### config.mk
export PLATFORM = sky130hd
export DESIGN_NAME = slave_port_burst
export DESIGN_NICKNAME = d
export VERILOG_FILES = /design/src/rtl/slave_port_pkg.sv /design/src/rtl/ser_shift_reg.sv /design/src/rtl/slave_port_burst.sv
export SDC_FILE = /design/constraint.sdc
export NUM_CORES = 1
export LEC_CHECK = 0
export CAP_MARGIN = 0
export CORE_AREA = 2 2 96 61
export CTS_CLUSTER_SIZE = 8
export DETAILED_ROUTE_END_ITERATION = 10
export DIE_AREA = 0 0 98 63
export DONT_BUFFER_PORTS = 1
export PLACE_DENSITY_LB_ADDON = 0.12
export SLEW_MARGIN = 25
export SYNTH_ARGS = -nofsm -noshare
export SYNTH_HDL_FRONTEND = slang
export SYNTH_SLANG_ARGS = --single-unit
### constraint.sdc
create_clock -name clk -period 5.9 [get_ports clk]
set_input_delay 1.18 -clock clk [delete_from_list [all_inputs] [get_ports clk]]
set_output_delay 1.18 -clock clk [all_outputs]
set_load 0.05 [all_outputs]
### src/rtl/slave_port_pkg.sv
// Shared definitions for the serial-bus burst slave port.
//   state_t       : FSM state encodings, IDLE..RDATA
//   ADDR_BEATS    : lane beats needed to carry the address field
//   LEN_BEATS     : lane beats needed to carry the burst length field
//   DATA_BEATS    : lane beats needed to carry one data word
//   MAX3          : largest of three beat counts (sizes the beat counter)
package slave_port_pkg;

  typedef enum logic [3:0] {
    IDLE,
    ADDR,
    LEN,
    WDATA,
    WMEM,
    SPLIT,
    RREQ,
    RWAIT,
    RDATA
  } state_t;

  function automatic int ADDR_BEATS(input int addr_width, input int ser_width);
    return addr_width / ser_width;
  endfunction

  function automatic int LEN_BEATS(input int len_width, input int ser_width);
    return len_width / ser_width;
  endfunction

  function automatic int DATA_BEATS(input int data_width, input int ser_width);
    return data_width / ser_width;
  endfunction

  function automatic int MAX3(input int a, input int b, input int c);
    int m;
    m = (a > b) ? a : b;
    return (m > c) ? m : c;
  endfunction

endpackage

### src/rtl/ser_shift_reg.sv
// LSB-beat-first lane shift register with parallel load and parallel read.
//   clk, rst   : clock, synchronous active-high clear
//   shift_in   : new beat din enters at the top, so after WIDTH/LANE beats
//                the first beat sits in the least significant lane
//   shift_out  : drop the low lane (already sent), zero-fill from the top
//   load       : parallel load of pdata (highest priority after rst)
//   q          : parallel contents; q[LANE-1:0] is the current outgoing beat
module ser_shift_reg #(
  parameter int WIDTH = 8,
  parameter int LANE  = 1
) (
  input  logic             clk,
  input  logic             rst,
  input  logic             shift_in,
  input  logic             shift_out,
  input  logic             load,
  input  logic [LANE-1:0]  din,
  input  logic [WIDTH-1:0] pdata,
  output logic [WIDTH-1:0] q
);

  logic [WIDTH-1:0] q_in;
  logic [WIDTH-1:0] q_out;

  // A one-beat field has nothing to shift through.
  generate
    if (WIDTH == LANE) begin : g_single
      assign q_in  = din;
      assign q_out = '0;
    end else begin : g_multi
      assign q_in  = {din, q[WIDTH-1:LANE]};
      assign q_out = {{LANE{1'b0}}, q[WIDTH-1:LANE]};
    end
  endgenerate

  always_ff @(posedge clk) begin
    if (rst)            q <= '0;
    else if (load)      q <= pdata;
    else if (shift_in)  q <= q_in;
    else if (shift_out) q <= q_out;
  end

endmodule

### src/rtl/slave_port_burst.sv
// Serial-bus burst slave port. Deserialises address, burst length and write
// data from the master lane, drives one slave memory, and serialises read
// data back with back-pressure. Optional split hold before reads and an idle
// timeout on the receive phases.
//   clk, rst               : clock, synchronous active-high reset
//   swdata, smode, mvalid  : master beat, transfer mode (1 write), beat valid
//   mready                 : master accepts the current srdata beat
//   srdata, svalid         : read data beat and its valid
//   sready, ssplit         : port idle / port in split hold
//   smemwen, smemren       : one-cycle memory write / read strobes
//   smemaddr, smemwdata    : memory address / write word
//   smemrdata              : memory read word, valid MEM_LAT cycles after smemren
module slave_port_burst
  import slave_port_pkg::*;
#(
  parameter int ADDR_WIDTH   = 12,
  parameter int DATA_WIDTH   = 8,
  parameter int SER_WIDTH    = 1,
  parameter int LEN_WIDTH    = 4,
  parameter int SPLIT_EN     = 0,
  parameter int SPLIT_CYCLES = 4,
  parameter int MEM_LAT      = 1,
  parameter int TIMEOUT      = 16
) (
  input  logic                  clk,
  input  logic                  rst,
  input  logic [DATA_WIDTH-1:0] smemrdata,
  output logic                  smemwen,
  output logic                  smemren,
  output logic [ADDR_WIDTH-1:0] smemaddr,
  output logic [DATA_WIDTH-1:0] smemwdata,
  input  logic [SER_WIDTH-1:0]  swdata,
  input  logic                  smode,
  input  logic                  mvalid,
  input  logic                  mready,
  output logic [SER_WIDTH-1:0]  srdata,
  output logic                  svalid,
  output logic                  sready,
  output logic                  ssplit
);

  localparam int AB   = ADDR_BEATS(ADDR_WIDTH, SER_WIDTH);
  localparam int LB   = LEN_BEATS(LEN_WIDTH, SER_WIDTH);
  localparam int DB   = DATA_BEATS(DATA_WIDTH, SER_WIDTH);
  localparam int BW   = $clog2(MAX3(AB, LB, DB)) + 1;
  localparam int WW   = LEN_WIDTH + 1;
  localparam int LW   = $clog2(MEM_LAT) + 1;
  localparam int SW   = $clog2(SPLIT_CYCLES) + 1;
  localparam int TW   = $clog2(TIMEOUT) + 1;

  localparam logic [BW-1:0] AB_LAST    = BW'(AB - 1);
  localparam logic [BW-1:0] LB_LAST    = BW'(LB - 1);
  localparam logic [BW-1:0] DB_LAST    = BW'(DB - 1);
  localparam logic [LW-1:0] LAT_LAST   = LW'(MEM_LAT - 1);
  localparam logic [SW-1:0] SPLIT_LAST = SW'(SPLIT_CYCLES - 1);
  localparam logic [TW-1:0] TO_LAST    = TW'(TIMEOUT - 1);

  state_t state, state_nxt;
  logic                  mode;
  logic [BW-1:0]         beat_cnt, beat_last;
  logic [WW-1:0]         word_cnt;
  logic [LW-1:0]         lat_cnt;
  logic [SW-1:0]         split_cnt;
  logic [TW-1:0]         to_cnt;
  logic [ADDR_WIDTH-1:0] addr_q, addr_inc;
  logic [LEN_WIDTH-1:0]  len_q;
  logic [DATA_WIDTH-1:0] data_q;
  logic rx_phase, fld_done, last_word, timeout, beat_adv, word_adv;
  logic addr_shift, addr_load, len_shift, data_shift, data_load, data_out;

  assign addr_inc  = addr_q + ADDR_WIDTH'(1);   // wraps naturally
  assign rx_phase  = (state == ADDR) || (state == LEN) || (state == WDATA);
  // to_cnt holds the low cycles already seen; this cycle is the TIMEOUT-th
  assign timeout   = rx_phase && !mvalid && (to_cnt == TO_LAST);
  assign last_word = (word_cnt == {1'b0, len_q});
  assign fld_done  = (beat_cnt == beat_last);

  always_comb begin
    case (state)
      LEN:          beat_last = LB_LAST;
      WDATA, RDATA: beat_last = DB_LAST;
      default:      beat_last = AB_LAST;
    endcase
  end

  always_comb begin
    state_nxt  = state;
    addr_shift = 1'b0;
    addr_load  = 1'b0;
    len_shift  = 1'b0;
    data_shift = 1'b0;
    data_load  = 1'b0;
    data_out   = 1'b0;
    beat_adv   = 1'b0;
    word_adv   = 1'b0;
    case (state)
      IDLE: if (mvalid) begin
        addr_shift = 1'b1;
        state_nxt  = ADDR;
      end
      ADDR: if (timeout) state_nxt = IDLE;
        else if (mvalid) begin
          addr_shift = 1'b1;
          beat_adv   = 1'b1;
          if (fld_done) state_nxt = LEN;
        end
      LEN: if (timeout) state_nxt = IDLE;
        else if (mvalid) begin
          len_shift = 1'b1;
          beat_adv  = 1'b1;
          if (fld_done)
            state_nxt = mode ? WDATA : ((SPLIT_EN != 0) ? SPLIT : RREQ);
        end
      WDATA: if (timeout) state_nxt = IDLE;
        else if (mvalid) begin
          data_shift = 1'b1;
          beat_adv   = 1'b1;
          if (fld_done) state_nxt = WMEM;
        end
      WMEM: begin
        addr_load = 1'b1;
        word_adv  = 1'b1;
        state_nxt = last_word ? IDLE : WDATA;
      end
      SPLIT: if (split_cnt == SPLIT_LAST) state_nxt = RREQ;
      RREQ:  state_nxt = RWAIT;
      RWAIT: if (lat_cnt == LAT_LAST) begin
        data_load = 1'b1;
        state_nxt = RDATA;
      end
      RDATA: if (mready) begin
        data_out = 1'b1;
        beat_adv = 1'b1;
        if (fld_done) begin
          word_adv = 1'b1;
          if (last_word) state_nxt = IDLE;
          else begin
            addr_load = 1'b1;
            state_nxt = RREQ;
          end
        end
      end
      default: state_nxt = IDLE;
    endcase
  end

  always_ff @(posedge clk) begin
    if (rst) begin
      state     <= IDLE;
      mode      <= 1'b0;
      beat_cnt  <= '0;
      word_cnt  <= '0;
      lat_cnt   <= '0;
      split_cnt <= '0;
      to_cnt    <= '0;
    end else begin
      state <= state_nxt;
      if (state == IDLE && mvalid) mode <= smode;
      // Address beat 0 is taken in IDLE, so ADDR starts with one beat in hand.
      if (state_nxt != state)  beat_cnt <= (state == IDLE) ? BW'(1) : '0;
      else if (beat_adv)       beat_cnt <= beat_cnt + BW'(1);
      if (state == IDLE)       word_cnt <= '0;
      else if (word_adv)       word_cnt <= word_cnt + WW'(1);
      lat_cnt   <= (state == RWAIT && state_nxt == RWAIT) ? lat_cnt + LW'(1) : '0;
      split_cnt <= (state == SPLIT && state_nxt == SPLIT) ? split_cnt + SW'(1) : '0;
      to_cnt    <= (rx_phase && !mvalid && state_nxt == state) ? to_cnt + TW'(1) : '0;
    end
  end

  ser_shift_reg #(.WIDTH(ADDR_WIDTH), .LANE(SER_WIDTH)) u_addr (
    .clk(clk), .rst(rst), .shift_in(addr_shift), .shift_out(1'b0),
    .load(addr_load), .din(swdata), .pdata(addr_inc), .q(addr_q)
  );

  ser_shift_reg #(.WIDTH(LEN_WIDTH), .LANE(SER_WIDTH)) u_len (
    .clk(clk), .rst(rst), .shift_in(len_shift), .shift_out(1'b0),
    .load(1'b0), .din(swdata), .pdata({LEN_WIDTH{1'b0}}), .q(len_q)
  );

  // One data register serves both directions: write words shift in,
  // read words load in parallel and shift out.
  ser_shift_reg #(.WIDTH(DATA_WIDTH), .LANE(SER_WIDTH)) u_data (
    .clk(clk), .rst(rst), .shift_in(data_shift), .shift_out(data_out),
    .load(data_load), .din(swdata), .pdata(smemrdata), .q(data_q)
  );

  // Strobes are masked by rst so nothing fires in a reset cycle.
  assign smemwen   = (state == WMEM) && !rst;
  assign smemren   = (state == RREQ) && !rst;
  assign smemaddr  = (state == WMEM || state == RREQ) ? addr_q : '0;
  assign smemwdata = (state == WMEM) ? data_q : '0;
  assign srdata    = (state == RDATA) ? data_q[SER_WIDTH-1:0] : '0;
  assign svalid    = (state == RDATA);
  assign sready    = (state == IDLE);
  assign ssplit    = (state == SPLIT);

endmodule
After elaboration in Yosys (flattened, before gate mapping)

Cells that the tools add are included.

Add/subtract/negate cells: 6
Equal/unequal tests: 16
Muxes and demuxes: 47
Bitwise logic cells: 3
Reductions and logical operators: 23

Operators with widths:

| operator                                                        | number |
|---|---|
| 4-bit two-way mux                                               | 14 |
| 12-bit two-way mux                                              | 3 |
| 4-bit one-hot mux with 9 select lines                           | 1 |
| 8-bit two-way mux                                               | 4 |
| 4-bit by 3-bit == test with 1-bit output, second input constant | 6 |
| 5-bit by 1-bit adder with 5-bit output, second input constant   | 3 |
| 1-bit two-way mux                                               | 15 |
| 12-bit by 1-bit adder with 12-bit output, second input constant | 1 |
| 5-bit two-way mux                                               | 2 |
| 2-bit OR reduction                                              | 5 |
| 4-bit by 2-bit == test with 1-bit output, second input constant | 2 |
| 1-bit logical AND                                               | 8 |
| 1-bit one-hot mux with 2 select lines                           | 4 |
| 4-bit one-hot mux with 2 select lines                           | 1 |
| 3-bit two-way mux                                               | 2 |
| 5-bit by 4-bit == test with 1-bit output                        | 1 |
| 5-bit by 4-bit == test with 1-bit output, second input constant | 1 |
| 5-bit == test                                                   | 1 |
| 4-bit by 1-bit == test with 1-bit output, second input constant | 1 |
| 4-bit == test                                                   | 1 |
| 4-bit == test, second input constant                            | 1 |
| 4-bit zero test                                                 | 1 |
| 4-bit != test                                                   | 1 |
| 2-bit nonzero test                                              | 2 |
| other kinds (9)                                                 | 14 |

Flip-flop bits (word level): 48
Input port bits: 14
Output and inout port bits: 26
Word-level logic and storage cells: 105

Longest topological paths before layout

Depth in word-level cells: 12
Mapped depth: 9

Cells and area by module

From an unflattened synthesis, not the netlist that was laid out.

Cells, all modules: 375
Area, all modules: 3106.7 µm²

Modules (own cells, without submodules):

| module                  | times used | cells each | area each (µm²) | seq. area each (µm²) |
|---|---|---|---|---|
| slave_port_burst        | 1          | 237        | 1821.7          | 480.5 |
| ser_shift_reg at u_addr | 1          | 69         | 659.4           | 240.2 |
| ser_shift_reg at u_data | 1          | 46         | 417.9           | 160.2 |
| ser_shift_reg at u_len  | 1          | 23         | 207.7           | 80.1 |

Least setup slack after synthesis

No wires, ideal clock.

Kind: input-to-output
Start point: in rst
End point: out smemren
Data arrival time: 2.877 ns
Path slack: 1.843 ns
Cell stages on the path: 2
Cell sequence: clkbuf_1 -> nor4_1

Cells in the longest elaborated chain, start to end: 2

Ends and longest elaborated chain:

| what              | line                    | source |
|---|---|---|
| from (decl)       | slave_port_burst.sv:26  | `input logic rst,` |
| 1-bit zero test   | slave_port_burst.sv:189 | `assign smemren = (state == RREQ) && !rst;` |
| 1-bit logical AND | slave_port_burst.sv:189 |  |
| to (decl)         | slave_port_burst.sv:29  | `output logic smemren,` |

No other way between the ends.

Final worst setup path

Start point: reg state[0]
End point: out smemwen

Cells in the longest elaborated chain, start to end: 2

Ends and longest elaborated chain:

| what                                     | line                    | source |
|---|---|---|
| from (decl)                              | slave_port_burst.sv:58  | `state_t state, state_nxt;` |
| from (signal assigned)                   | slave_port_burst.sv:157 | `state <= state_nxt;` |
| 4-bit by 3-bit == test with 1-bit output | slave_port_burst.sv:188 | `assign smemwen = (state == WMEM) && !rst;` |
| 1-bit logical AND                        | slave_port_burst.sv:188 |  |
| to (decl)                                | slave_port_burst.sv:28  | `output logic smemwen,` |

No other way between the ends.

==> impl_results.rst <==
.. list-table::
   :header-rows: 1

   * - Metric
     - Value
   * - Ratio of total power to cell area
     - between 150 and 200 nW/um^2
   * - Most area-hungry cell type in the Yosys netlist
     - dfxtp_1
   * - Hpwl dp
     - 4857 um
   * - Net count of the mapped netlist
     - 368
   * - Yosys warning count
     - 0
   * - Worst endpoint data arrival time
     - about 2.6 ns
   * - Number of global-route vias before repair
     - about 2100
   * - Pin count of the biggest net entering global routing
     - 33
   * - Clock tree from TritonCTS
     - done
   * - Overflow left after global routing
     - 0
   * - Top Ports
     - 40
   * - First-pass GRT wire length
     - about 11000 um
   * - Clock skew after layout
     - 0.008744 ns
   * - Fmax
     - between 0.2 and 0.3 GHz
   * - Via/cell ratio
     - between 6 and 7
   * - Ys async rst share
     - 0%
   * - Slew Limit Headroom
     - between 20% and 30%
   * - Iteration-0 DRC Markers
     - 176
   * - Port Buffer Count
     - 0
   * - Final critical-path required period
     - roughly 3.8 ns
   * - Count of inserted antenna diode cells
     - 0
   * - Leakage dissipation
     - around 1.1 nW
   * - Mean Syn Cell Area
     - approximately 8 um^2
   * - Period utilisation layout
     - roughly 65%
   * - Element type at the critical path start
     - flip-flop
   * - Clk sink count
     - 48
   * - Critical R2R Launch
     - state[0]$_SDFF_PP0_
   * - Number of buffers inserted by hold repair at cts
     - 0
   * - Post-CTS Repair Setup Buffers
     - 0
   * - RSZ-0062 raised after global routing
     - no
   * - Cell area after technology mapping
     - 2844 um^2
   * - Pin slew with the least headroom to its limit
     - 1.063 ns
   * - Mean routed wirelength per cell
     - 16.97 um
   * - Starting utilization of the core area
     - 53.32%
   * - Worst hold path type
     - reg2reg
   * - Number of enable flip-flop cells after synthesis
     - 0
   * - Post-cts repair resize count
     - 0
   * - Number of max-cap violations
     - 0
   * - Worst-case vdd ir drop
     - approximately 0.10 mV
   * - Total placed cells including tap cells
     - 401
   * - Cell types with the largest area share after synthesis
     - dfxtp_1 34%, nand2_1 4.8%, nor2_1 4.8%
   * - Hold wc startpoint
     - split_cnt[0]$_SDFF_PP0_
   * - Synthesized netlist cell count
     - roughly 350
   * - Endpoint class of the critical path
     - primary output
   * - Number of buffers inserted during clock tree synthesis
     - 5
   * - Fraction of post-synthesis cell area in the top cell type by area
     - between 30 and 40%
   * - Top FF cell, synth
     - dfxtp_1
   * - Total global routing track utilization
     - between 20% and 30%
   * - Most frequent standard cell in the layout excluding fill and tap cells
     - dfxtp_1
   * - Sequential element share of the synthesized area
     - 33.79%
   * - Pins over their slew limit
     - 0
   * - Count of standard-cell rows
     - 21
   * - Die Ht
     - about 63 um
   * - Register bit count reported by yosys
     - 48
   * - Initial antenna violation count
     - 0
   * - # fillers
     - about 510
   * - H-Tree Level Count
     - 2
   * - Critical setup path kind
     - reg2out
   * - Latest clock arrival within the worst-skew pair
     - around 0.31 ns
   * - Die outline area
     - slightly above 6000 um^2
   * - Fin. Hold Viols
     - 0
   * - Die outline width
     - between 90 and 100 um
   * - Buffer cell driving the clock tree root
     - clkbuf_8
   * - Final GP Congestion
     - slightly above 0.9
   * - Commonest cells after routing, fill and taps aside
     - 48 x dfxtp_1, 36 x nor2_1, 36 x nand2_1, 20 x and3_1, 16 x a21oi_1
   * - Detailed Route WL
     - roughly 6900 um
   * - Ratio of cells with drive above 1 in the final layout
     - under 10%
   * - Placeable core region
     - around 5300 um^2
   * - Run status
     - complete, no violations
   * - Routed via count
     - ~2500
   * - Area Overhead vs Synth
     - 3.696%
   * - Final-stage net count
     - 360
   * - Largest fanout on the critical path
     - 23
   * - Clock-pin slew reported for the worst setup and hold paths after clock tree synthesis
     - 0.08 ns
   * - Crit path required time
     - ~4.7 ns
   * - Final total negative setup slack
     - 0 ns
   * - PnR Total Power
     - approximately 0.56 mW
   * - Critical path startpoint
     - state[0]$_SDFF_PP0_
   * - Drt drc
     - 0
   * - Initial DRT Pass Iterations
     - 5
   * - Maximum count of clock buffers along a single path
     - 2
   * - Detail Route Antenna Nets
     - 0
   * - Number of distinct library cells after synthesis
     - 67
   * - Non-filler instance count after layout
     - 408
   * - Final setup violating endpoints
     - 0
==> worst max-delay path, cell delays in order (launching register included) <==
cell and delay, ns:
dfxtp_1 0.60, nor2_1 0.80, nand2_1 0.19, nor2_1 0.73
==> stage by stage <==
stage	hold slack, ns	utilization [%]	worst slack (ns)	area, um^2
3_5_place_dp	0.4162	53.84	2.427	2872
3_3_place_gp	0.4112	53.84	2.460	2872
4_1_cts	0.4287	55.29	2.077	2949
2_1_floorplan	0.3978	-	1.843	2844
5_1_grt	0.4554	55.29	1.879	2949
6_report	0.4237	55.29	2.085	2949
==> cells by family (layout without fill, tap and decap cells) <==
kind of cell	after synthesis	in the layout	share of synthesized area, %
muxes	13	13	4.575
buffers and inverters	32	24	5.103
DFF	48	48	33.79
AOI/OAI and AO/OA	81	81	21.73
adders and majority gates	7	7	3.079
xor gates and xnor gates	12	12	3.696
other	1	1	0.1319
and+or+nand+nor	153	153	27.89
==> sequential cells by signal, indices dropped and copies added (netlist names), 3 cells and up <==
| register | count |
|---|---|
| word_cnt | 5 |
| to_cnt | 5 |
| u_len.q | 4 |
| beat_cnt | 5 |
| state | 4 |
| u_addr.q | 12 |
| split_cnt | 3 |
| u_data.q | 8 |
==> power breakdown <==
| part | switching [mW] | internal (mW) |
|---|---|---|
| clock | 0.113 | 0.0810 |
| combinational | 0.0227 | 0.0124 |
| sequential | 0.00689 | 0.327 |
| total | 0.143 | 0.421 |
==> final timing paths <==
| check | to | slack (ns) | depth (start not counted) |
|---|---|---|---|
| hold / removal | split_cnt[0]$_SDFF_PP0_ | 0.42 | 1 |
| setup / recovery | smemwen | 2.09 | 3 |
| hold reg to reg | split_cnt[0]$_SDFF_PP0_ | 0.42 | 1 |
| setup reg to reg | u_addr.q[11]$_SDFFE_PP0P_ | 2.72 | 6 |
==> final cells by class <==
type                       instances  area (um^2)  share of cell area (%)
inverter                          14        52.55                   1.782
clock buffer                       6        72.57                   2.461
tap                               69        86.33                   2.927
clock inverter                     1        5.005                  0.1697
sequential                        48        960.9                   32.58
timing repair buffer               3        22.52                  0.7637
multi-input combinational        267         1749                   59.31
==> cells in the mapped netlist (3+ instances only) <==
library cell and n:
or3_1 7, nor4_1 3, nand4_1 3, clkbuf_1 10, a31oi_1 8, ha_1 7
buf_2 5, a211oi_1 9, nand3_1 12, o21ai_0 9, and3_1 20, nor2b_1 5
nor3_1 11, o22ai_1 5, nand2b_1 3, dfxtp_1 48, mux2i_1 13, or2_2 3
inv_1 11, a22oi_1 4, nand2_1 36, a21oi_1 16, nor2_1 36, xor2_1 10
==> routing by layer <==
layer	global-route usage, %	wire length (um)	vias up
met3	7.159	641	9
met4	6.076	94	0
met1	35.70	3550	1164
li1	-	-	1241
met2	29.37	2636	97
met5	0	0	-
Power figures use the tool's default switching activity.
